$ cat src/rtl/fsb16_target.sv
// FSB16 slave endpoint: decodes the two address frames from the bridge, runs one
// request/acknowledge access on the peripheral register bus, and returns a
// one-cycle registered response (rdy_n / error_n / read data). Also registers the
// peripheral interrupt out as irq_n.
module fsb16_target #(
    parameter logic [31:0] BASE_ADDR = 32'h0000_0000,
    parameter logic [31:0] ADDR_MASK = 32'hFFFF_0000,
    parameter int unsigned TIMEOUT   = 255
) (
    input  logic        clk,
    input  logic        rst,
    input  logic        aen,
    input  logic        size,
    input  logic        wr_n,
    input  logic [15:0] AD_in,
    output logic [15:0] AD_out,
    output logic        ad_oe,
    output logic        rdy_n,
    output logic        error_n,
    output logic        irq_n,
    output logic        bus_req,
    output logic        bus_we,
    output logic [31:0] bus_addr,
    output logic [1:0]  bus_be,
    output logic [15:0] bus_wdata,
    input  logic [15:0] bus_rdata,
    input  logic        bus_ack,
    input  logic        bus_err,
    input  logic        irq
);

    typedef enum logic [2:0] {
        ST_IDLE,
        ST_ADDR_HI,
        ST_TURN,
        ST_WDATA,
        ST_WAIT,
        ST_RESP
    } state_t;

    localparam logic [7:0] TIMEOUT_CNT = 8'(TIMEOUT);

    state_t      state_q, state_d;
    logic [31:0] addr_q, addr_d;
    logic        we_q, we_d;
    logic        size_q, size_d;
    logic [7:0]  cnt_q, cnt_d;
    logic        rdy_n_q, rdy_n_d;
    logic        error_n_q, error_n_d;
    logic        irq_n_q, irq_n_d;
    logic        ad_oe_q, ad_oe_d;
    logic [15:0] ad_out_q, ad_out_d;
    logic        bus_req_q, bus_req_d;
    logic        bus_we_q, bus_we_d;
    logic [31:0] bus_addr_q, bus_addr_d;
    logic [1:0]  bus_be_q, bus_be_d;
    logic [15:0] bus_wdata_q, bus_wdata_d;

    logic        hit;
    logic [1:0]  be_sel;
    logic [7:0]  cnt_inc;

    assign hit     = ((addr_q & ADDR_MASK) == BASE_ADDR);
    assign be_sel  = size_q ? 2'b11 : (addr_q[0] ? 2'b10 : 2'b01);
    assign cnt_inc = cnt_q + 8'd1;

    // Next-state and registered-output computation; responses are loaded on the
    // transition into RESP so they appear exactly during the RESP cycle.
    always_comb begin
        state_d     = state_q;
        addr_d      = addr_q;
        we_d        = we_q;
        size_d      = size_q;
        cnt_d       = cnt_q;
        rdy_n_d     = 1'b1;
        error_n_d   = 1'b1;
        irq_n_d     = ~irq;
        ad_oe_d     = 1'b0;
        ad_out_d    = '0;
        bus_req_d   = bus_req_q;
        bus_we_d    = bus_we_q;
        bus_addr_d  = bus_addr_q;
        bus_be_d    = bus_be_q;
        bus_wdata_d = bus_wdata_q;

        case (state_q)
            ST_IDLE: begin
                if (aen) begin
                    addr_d[15:0] = AD_in;
                    we_d         = wr_n;
                    size_d       = size;
                    state_d      = ST_ADDR_HI;
                end
            end
            ST_ADDR_HI: begin
                if (aen) begin
                    addr_d[31:16] = AD_in;
                    state_d       = we_q ? ST_WDATA : ST_TURN;
                end else begin
                    state_d = ST_IDLE;
                end
            end
            ST_TURN, ST_WDATA: begin
                if (state_q == ST_WDATA) begin
                    bus_wdata_d = AD_in;
                end
                if (hit) begin
                    bus_req_d  = 1'b1;
                    bus_we_d   = we_q;
                    bus_addr_d = addr_q;
                    bus_be_d   = be_sel;
                    cnt_d      = '0;
                    state_d    = ST_WAIT;
                end else begin
                    rdy_n_d   = 1'b0;
                    error_n_d = 1'b0;
                    ad_oe_d   = ~we_q;
                    state_d   = ST_RESP;
                end
            end
            ST_WAIT: begin
                cnt_d = cnt_inc;
                if (bus_ack) begin
                    bus_req_d = 1'b0;
                    rdy_n_d   = 1'b0;
                    error_n_d = ~bus_err;
                    ad_oe_d   = ~we_q;
                    if (!we_q && !bus_err) begin
                        ad_out_d = bus_rdata;
                    end
                    state_d = ST_RESP;
                end else if (cnt_inc == TIMEOUT_CNT) begin
                    bus_req_d = 1'b0;
                    rdy_n_d   = 1'b0;
                    error_n_d = 1'b0;
                    ad_oe_d   = ~we_q;
                    state_d   = ST_RESP;
                end
            end
            ST_RESP: begin
                state_d = ST_IDLE;
            end
            default: begin
                state_d = ST_IDLE;
            end
        endcase
    end

    // State and output registers; reset clears bus_req immediately.
    always_ff @(posedge clk or posedge rst) begin
        if (rst) begin
            state_q     <= ST_IDLE;
            addr_q      <= '0;
            we_q        <= 1'b0;
            size_q      <= 1'b0;
            cnt_q       <= '0;
            rdy_n_q     <= 1'b1;
            error_n_q   <= 1'b1;
            irq_n_q     <= 1'b1;
            ad_oe_q     <= 1'b0;
            ad_out_q    <= '0;
            bus_req_q   <= 1'b0;
            bus_we_q    <= 1'b0;
            bus_addr_q  <= '0;
            bus_be_q    <= '0;
            bus_wdata_q <= '0;
        end else begin
            state_q     <= state_d;
            addr_q      <= addr_d;
            we_q        <= we_d;
            size_q      <= size_d;
            cnt_q       <= cnt_d;
            rdy_n_q     <= rdy_n_d;
            error_n_q   <= error_n_d;
            irq_n_q     <= irq_n_d;
            ad_oe_q     <= ad_oe_d;
            ad_out_q    <= ad_out_d;
            bus_req_q   <= bus_req_d;
            bus_we_q    <= bus_we_d;
            bus_addr_q  <= bus_addr_d;
            bus_be_q    <= bus_be_d;
            bus_wdata_q <= bus_wdata_d;
        end
    end

    assign AD_out    = ad_out_q;
    assign ad_oe     = ad_oe_q;
    assign rdy_n     = rdy_n_q;
    assign error_n   = error_n_q;
    assign irq_n     = irq_n_q;
    assign bus_req   = bus_req_q;
    assign bus_we    = bus_we_q;
    assign bus_addr  = bus_addr_q;
    assign bus_be    = bus_be_q;
    assign bus_wdata = bus_wdata_q;

endmodule

$ cat config.mk
export PLATFORM = sky130hd
export DESIGN_NAME = fsb16_target
export DESIGN_NICKNAME = d
export VERILOG_FILES = /design/src/rtl/fsb16_target.sv
export SDC_FILE = /design/constraint.sdc
export NUM_CORES = 1
export LEC_CHECK = 0
export CORE_MARGIN = 2
export CORE_UTILIZATION = 50
export CTS_CLUSTER_DIAMETER = 50
export DETAILED_ROUTE_END_ITERATION = 6
export DONT_BUFFER_PORTS = 1
export GPL_ROUTABILITY_DRIVEN = 0
export HOLD_SLACK_MARGIN = 0.1
export PLACE_DENSITY = 0.7
export SLEW_MARGIN = 20
export SYNTH_ARGS = -nofsm -noshare
export SYNTH_HDL_FRONTEND = slang
export SYNTH_SLANG_ARGS = --single-unit
$ cat constraint.sdc
create_clock -name clk -period 6 [get_ports clk]
set_input_delay 0.9 -clock clk [delete_from_list [all_inputs] [get_ports clk]]
set_output_delay 0.9 -clock clk [all_outputs]
set_load 0.02 [all_outputs]
==> metrics.md, run 1 <==
| Metric | Value |
|---|---|
| Post-route setup slack | 3.640 ns |
| Hold-fix buffers at CTS | 0 |
| XOR/XNOR Fraction of Synth Area | 0 |
| Outcome | complete, no violations |
| Critical path's top delay family | simple AND/OR/NAND/NOR gates |
| Largest net degree at the start of global routing | 79 |
| Pre-CTS setup slack | 3.560 ns |
| Worst min-delay path category | input port to asynchronous set/reset pin |
| Initial drt markers | 129 |
| Ys flop type | sky130_fd_sc_hd__dfrtp_1 |
| Detail Placement HPWL | 5443 microns |
| WP data arrival | 2.72 ns |
| Comb pwr share | 0.155 |
| Drt first pass iters | 4 |
| CP Buf/Inv Count | 0 |
| Combinational family with the most area after synthesis | multiplexers |
| Wire length of the first global-routing pass | 13500 microns |
| Setup bufs post-CTS | 0 |
| Width of the die | 99.26 microns |
| Complex-gate fraction of the synthesized area | 0.04302 |
| Number of distinct library cell variants in the gate-level netlist after synthesis | 42 |
| Mean instance size in the synthesized netlist | 14.18 sq um |
| Clock share of power | 0.358 |
| Synthesized-area fraction occupied by and/or/nand/nor cells | 0.1087 |
| Final antenna-violating net count | 0 |
| P per Cell Area | 495.1 nW/um^2 |
| Synth Register Bits | 117 |
| Seq/Total Area, Yosys | 0.6462 |
| Critical path cell sequence | nor4_1 > and4_1 > and2_2 > nand2b_1 > a31oi_1 |
| Unrepaired setup endpoints after global routing | false |
| Worst hold margin | 0.2956 ns |
| Sinks on Clock Net | 117 |
| Sum of routed wire length over all layers | 8143 microns |
| Worst Path Max Fanout | 43 |
| Fin crit share | 0.3934 |
| Transition time of the tightest slew-check pin | 1.021 ns |
| Initial core utilization | 0.5177 |
| Final Skew | 0.005116 ns |
| Syn Std Cell Area | 4537 sq um |
| Final setup violation count | 0 |
| Placeable core area | 8763 sq um |
| Total count of hold-check failures in the final report | 0 |
| Chip Height | 99.26 microns |
| Count of unresolved DRC violations after routing | 0 |
| Overall fraction of global-route tracks in use | 0.1776 |
| Ratio of cells with drive above 1 in the final layout | 0.3373 |
| Number of antenna violations at the first check in global routing | 0 |
| Shortest period the worst path allows | 2.360 ns |
| Area of the die | 9852 sq um |
| Switch share | 0.3001 |
| Leakage power | 0.002357 uW |
| Cell internal pwr | 1794 uW |
| Pwr Total | 2564 uW |
| CP endpoint kind | flop |
| Vias after detailed routing | 2502 |
| CP peak stage delay | 0.72 ns |
| Post-Syn Nets | 362 |
| Total CTS buffers | 17 |
| EDFF count, synth | 0 |
| Critical Path Slowest Stage Cell | sky130_fd_sc_hd__and2_2 |
| Share of synthesized area spent on multiplexers | 0.1707 |
| Number of nets at the end of the flow | 367 |
| Area growth syn-to-layout | 14.15% |
| Average wire length per cell after detail routing | 18.26 microns |
| Critical path class | flop to flop |
| Max-Slew Margin vs Limit | 0.3184 |
| Clock input transition at the sequential cells of the worst setup and hold paths | 0.06 ns |
| Setup TNS Final | 0 ns |
| Commonest non-fill, non-tap cell in the layout | sky130_fd_sc_hd__dfrtp_1 |
| Number of rows created at floorplan | 34 |
| Async set or reset register ratio after synthesis | 1.000 |
| Most frequent cells in the layout | sky130_fd_sc_hd__dfrtp_1 (114), sky130_fd_sc_hd__mux2_2 (67), sky130_fd_sc_hd__nor2b_1 (16), sky130_fd_sc_hd__and2_1 (16), sky130_fd_sc_hd__clkbuf_16 (16) |
| Adder-Cell Fraction of Synth Area | 0.005516 |
| Skew-Pair Late Insertion Delay | 0.50 ns |
| Cell at the root of the clock tree | sky130_fd_sc_hd__clkbuf_8 |
| Number of global-route vias before repair | 2618 |
| Nature of the critical path startpoint | flop |
| CTS tree | yes |
| Number of ports placed on the die boundary | 112 |
| Count of yosys warnings during synthesis | 0 |
| Maximum VDD drop | 0.0002580 V |
| Reg power frac | 0.487 |
| Via-to-Cell Ratio | 5.610 |
| Count of max-cap constraint violations | 0 |
| Buffers on Ports | 0 |
| Clock buffer depth | 2 |
| Switching power of the nets | 769.5 uW |
| Remaining Overflow, GRT | 0 |
| Synthesized instance count | 320 |
| Antenna cell count | 0 |
| Total of cells resized after clock tree synthesis | 0 |
| Count of final max-slew check failures | 0 |
| H-tree depth | 4 |
| Final Util | 0.5909 |
| Required time reported for the critical path endpoint | 6.36 ns |
| Highest clock frequency the design can meet | 0.4237 GHz |
[power groups by stage]
stage,logic [uW],registers [uW],clock network (uW)
2_1_floorplan,361,1200,0
6_report,398,1250,918
4_1_cts,404,1250,940
3_3_place_gp,382,1250,0
3_5_place_dp,400,1260,0
5_1_grt,441,1280,977
[state kept, by name (all words and copies together), names as in the netlist]
signal,flops
addr_q,32
bus_addr,32
AD_out,16
bus_wdata,16
cnt_q,8
state_q,3
bus_be,2
ad_oe,1
bus_req,1
bus_we,1
error_n,1
irq_n,1
rdy_n,1
size_q,1
we_q,1
[synthesized netlist by cell type, types with 2 or more instances]
library cell / count / share of area
sky130_fd_sc_hd__nor2b_1: 16 / 0.022
sky130_fd_sc_hd__a41oi_1: 2 / 0.0039
sky130_fd_sc_hd__nand4_1: 2 / 0.0028
sky130_fd_sc_hd__and4_1: 2 / 0.0039
sky130_fd_sc_hd__nor2_1: 9 / 0.0074
sky130_fd_sc_hd__dfstp_2: 3 / 0.017
sky130_fd_sc_hd__ha_1: 2 / 0.0055
sky130_fd_sc_hd__buf_6: 2 / 0.0050
sky130_fd_sc_hd__mux2i_1: 2 / 0.0044
sky130_fd_sc_hd__mux2_2: 67 / 0.17
sky130_fd_sc_hd__buf_4: 2 / 0.0033
sky130_fd_sc_hd__dfrtp_1: 114 / 0.63
sky130_fd_sc_hd__nand2b_1: 3 / 0.0041
sky130_fd_sc_hd__and3_1: 2 / 0.0028
sky130_fd_sc_hd__a21oi_1: 8 / 0.0088
sky130_fd_sc_hd__o21ai_0: 6 / 0.0066
sky130_fd_sc_hd__nand3_1: 4 / 0.0044
sky130_fd_sc_hd__a31oi_1: 6 / 0.0083
sky130_fd_sc_hd__and2_1: 17 / 0.023
sky130_fd_sc_hd__inv_1: 6 / 0.0050
sky130_fd_sc_hd__o211ai_1: 2 / 0.0033
sky130_fd_sc_hd__nor4_1: 5 / 0.0069
sky130_fd_sc_hd__nand2_1: 9 / 0.0074
sky130_fd_sc_hd__buf_2: 10 / 0.011
sky130_fd_sc_hd__clkbuf_1: 2 / 0.0017
[routing by layer]
layer | vias up | part of all wire | track usage | wire (microns)
li1 | 1138 | - | - | -
met1 | 1285 | 0.42 | 0.2255 | 3436
met2 | 68 | 0.50 | 0.2749 | 4065
met3 | 11 | 0.068 | 0.07941 | 550
met4 | 0 | 0.011 | 0.05690 | 92
met5 | - | 0 | 0 | 0
[final timing paths]
path / startpoint / end / slack, ns / cells after the start
hold / removal: rst / bus_addr[18] / 0.30 / 1
setup / recovery: addr_q[24] / cnt_q[4] / 3.64 / 5
max in group asynchronous: rst / bus_req / 4.35 / 2
hold reg to reg: addr_q[3] / bus_addr[3] / 0.51 / 1
setup reg to reg: addr_q[24] / cnt_q[4] / 3.64 / 5
min in group clk: irq / irq_n / 0.42 / 1
[layout make-up]
class	count	area, sq um
well taps	108	135.1
clock inverters	14	128.9
fillers	691	3585
inverters	6	25.02
flip-flops and latches	117	2932
multi-input cells	181	1515
clock buffers	18	427.9
repair buffers	2	15.01
[metrics by stage]
step / area, sq um / cells
2_1_floorplan: 4537 / 320
6_report: 5179 / 446
3_3_place_gp: 4617 / 414
3_5_place_dp: 4617 / 414
4_1_cts: 5174 / 446
5_1_grt: 5179 / 446
[cell families after synthesis]
family	Yosys count
flip-flops	117
AND/OR/NAND/NOR	80
multiplexers	69
AO/OA/AOI/OAI	30
buffers and inverters	22
adder cells (fa/ha/maj)	2
Power figures use the tool's default switching activity.
==> run 2: changes to the inputs <==
Clock period 6 ns to 2.4 ns, I/O delays scaled along.
==> metrics.md, run 2 (same netlist as run 1, synthesis figures left out) <==
| Metric | Value |
|---|---|
| Total count of hold-check failures in the final report | 0 (unchanged) |
| Clock input transition at the sequential cells of the worst setup and hold paths | 0.05 ns (about the same) |
| Skew-Pair Late Insertion Delay | 0.51 ns (about the same) |
| Area growth syn-to-layout | 29.18% |
| Count of max-cap constraint violations | 0 (unchanged) |
| Clock buffer depth | 2 (unchanged) |
| Total of cells resized after clock tree synthesis | 0 (unchanged) |
| Uppermost metal layer occupied by signal nets | met4 |
| Leakage power | 0.002703 uW (+15%) |
| Number of rows created at floorplan | 34 (unchanged) |
| Count of unresolved DRC violations after routing | 0 (unchanged) |
| Via-to-Cell Ratio | 5.365 (-4.4%) |
| Placeable core area | 8763 sq um (unchanged) |
| Critical path class | flop to flop |
| Detail Placement HPWL | 5670 microns (+4.2%) |
| Fin crit share | 0.9400 (+0.5467) |
| Total CTS buffers | 17 (unchanged) |
| CTS tree | yes |
| CP endpoint kind | flop |
| Outcome | complete, no violations |
| Width of the die | 99.26 microns (unchanged) |
| Commonest non-fill, non-tap cell in the layout | sky130_fd_sc_hd__dfrtp_1 |
| Worst min-delay path category | input port to flop |
| Area of the die | 9852 sq um (unchanged) |
| DR WL met2 | 4559 microns (+12%) |
| H-tree depth | 4 (unchanged) |
| Most frequent cells in the layout | sky130_fd_sc_hd__dfrtp_1 (114), sky130_fd_sc_hd__mux2_2 (67), sky130_fd_sc_hd__dlygate4sd3_1 (49) |
| Initial drt markers | 93 (-28%) |
| Vias after detailed routing | 2720 (+8.7%) |
| Final Skew | 0.006818 ns (+0.001702 ns) |
| Chip Height | 99.26 microns (unchanged) |
| Final antenna-violating net count | 0 (unchanged) |
| Overall fraction of global-route tracks in use | 0.1965 (+0.01896) |
| Max-Slew Margin vs Limit | 0.6392 (+0.3208) |
| Unrepaired setup endpoints after global routing | false |
| WP data arrival | 2.70 ns (-0.02 ns) |
| Count of final max-slew check failures | 0 (unchanged) |
| Highest clock frequency the design can meet | 0.4433 GHz (+4.6%) |
| Wire length the detailed router placed on met1 | 3618 microns (+5.3%) |
| Remaining Overflow, GRT | 0 (unchanged) |
| Setup TNS Final | 0 ns (unchanged) |
| Antenna cell count | 0 (unchanged) |
| Number of ports placed on the die boundary | 112 (unchanged) |
| Sinks on Clock Net | 117 (unchanged) |
| Maximum VDD drop | 0.0006471 V (+150%) |
| Number of antenna violations at the first check in global routing | 0 (unchanged) |
| Initial core utilization | 0.5177 (unchanged) |
| Ratio of cells with drive above 1 in the final layout | 0.3083 (-0.02901) |
| Nature of the critical path startpoint | flop |
| Transition time of the tightest slew-check pin | 0.5401 ns (-0.4808 ns) |
| Wire length of the first global-routing pass | 14860 microns (+10%) |
| Required time reported for the critical path endpoint | 2.84 ns (-3.52 ns) |
| Routed wl met3 | 481 microns (-13%) |
| Average wire length per cell after detail routing | 17.38 microns (-4.8%) |
| Shortest period the worst path allows | 2.256 ns (-0.1041 ns) |
| Largest net degree at the start of global routing | 72 (-8.9%) |
| Final setup violation count | 0 (unchanged) |
| Sum of routed wire length over all layers | 8814 microns (+8.2%) |
| Number of nets at the end of the flow | 428 (+17%) |
| P per Cell Area | 1178 nW/um^2 (+140%) |
| Cell at the root of the clock tree | sky130_fd_sc_hd__clkbuf_8 |
| Number of global-route vias before repair | 2865 (+9.4%) |
| Worst Path Max Fanout | 15 (-65%) |
| Buffers on Ports | 0 (unchanged) |
| Pwr Total | 6902 uW (+170%) |
| Drt first pass iters | 4 (unchanged) |
==> run 2: final timing paths <==
path / slack, ns / start / depth (start not counted) / end
min in group asynchronous: 0.37 / rst / 2 / bus_wdata[13]
worst max-delay path: 0.14 / state_q[2] / 5 / AD_out[11]
worst max register to register: 0.14 / state_q[2] / 5 / AD_out[11]
worst min register to register: 0.50 / addr_q[6] / 1 / bus_addr[6]
worst min-delay path: 0.16 / aen / 4 / state_q[0]
max in group asynchronous: 1.30 / rst / 3 / cnt_q[0]
==> run 2: final cells by class <==
class	instances	area, sq um
Clock inverter	12	201.4
Clock buffer	20	435.4
Inverter	6	26.28
Fill cell	646	2903
Tap cell	108	135.1
Multi-Input combinational cell	181	1510
Timing Repair Buffer	63	620.6
Sequential cell	117	2932
==> run 2: report_power, final <==
| part | switching, uW | internal, uW |
|---|---|---|
| sequential | 603 | 2510 |
| combinational | 445 | 650 |
| clock | 873 | 1820 |
==> run 2: critical path, stage by stage (launching register included) <==
cell                            delay [ns]
sky130_fd_sc_hd__dfrtp_1              0.50
sky130_fd_sc_hd__or3b_1               0.45
sky130_fd_sc_hd__nor4b_4              0.28
sky130_fd_sc_hd__buf_4                0.22
sky130_fd_sc_hd__and2_1               0.16
sky130_fd_sc_hd__dlygate4sd3_1        0.57
==> run 2: through the flow <==
stage	cell area, sq um	utilization	cells	hold WS (ns)	worst slack, ns
6_report	5861	0.6688	507	0.1604	0.1440
5_1_grt	5861	0.6688	507	0.2409	0.04516
4_1_cts	5846	0.6670	505	0.1043	0.03097
3_5_place_dp	4718	0.5384	424	0.3037	0.3214
3_3_place_gp	4718	0.5384	424	0.2958	0.3130
2_1_floorplan	4541	-	320	0.3862	0.5880
==> run 2: timing repair <==
action	CTS	global route
endpoints found under the setup margin	0	11
hold buffers	49	0
buffers inserted	0	2
hold endpoints to repair	91	0
==> run 2: routing by layer <==
metal  up-vias  track usage
li1       1260            -
met1      1370       0.2420
met2        71       0.3196
met3        19      0.06887
met4         0      0.07798
met5         -            0
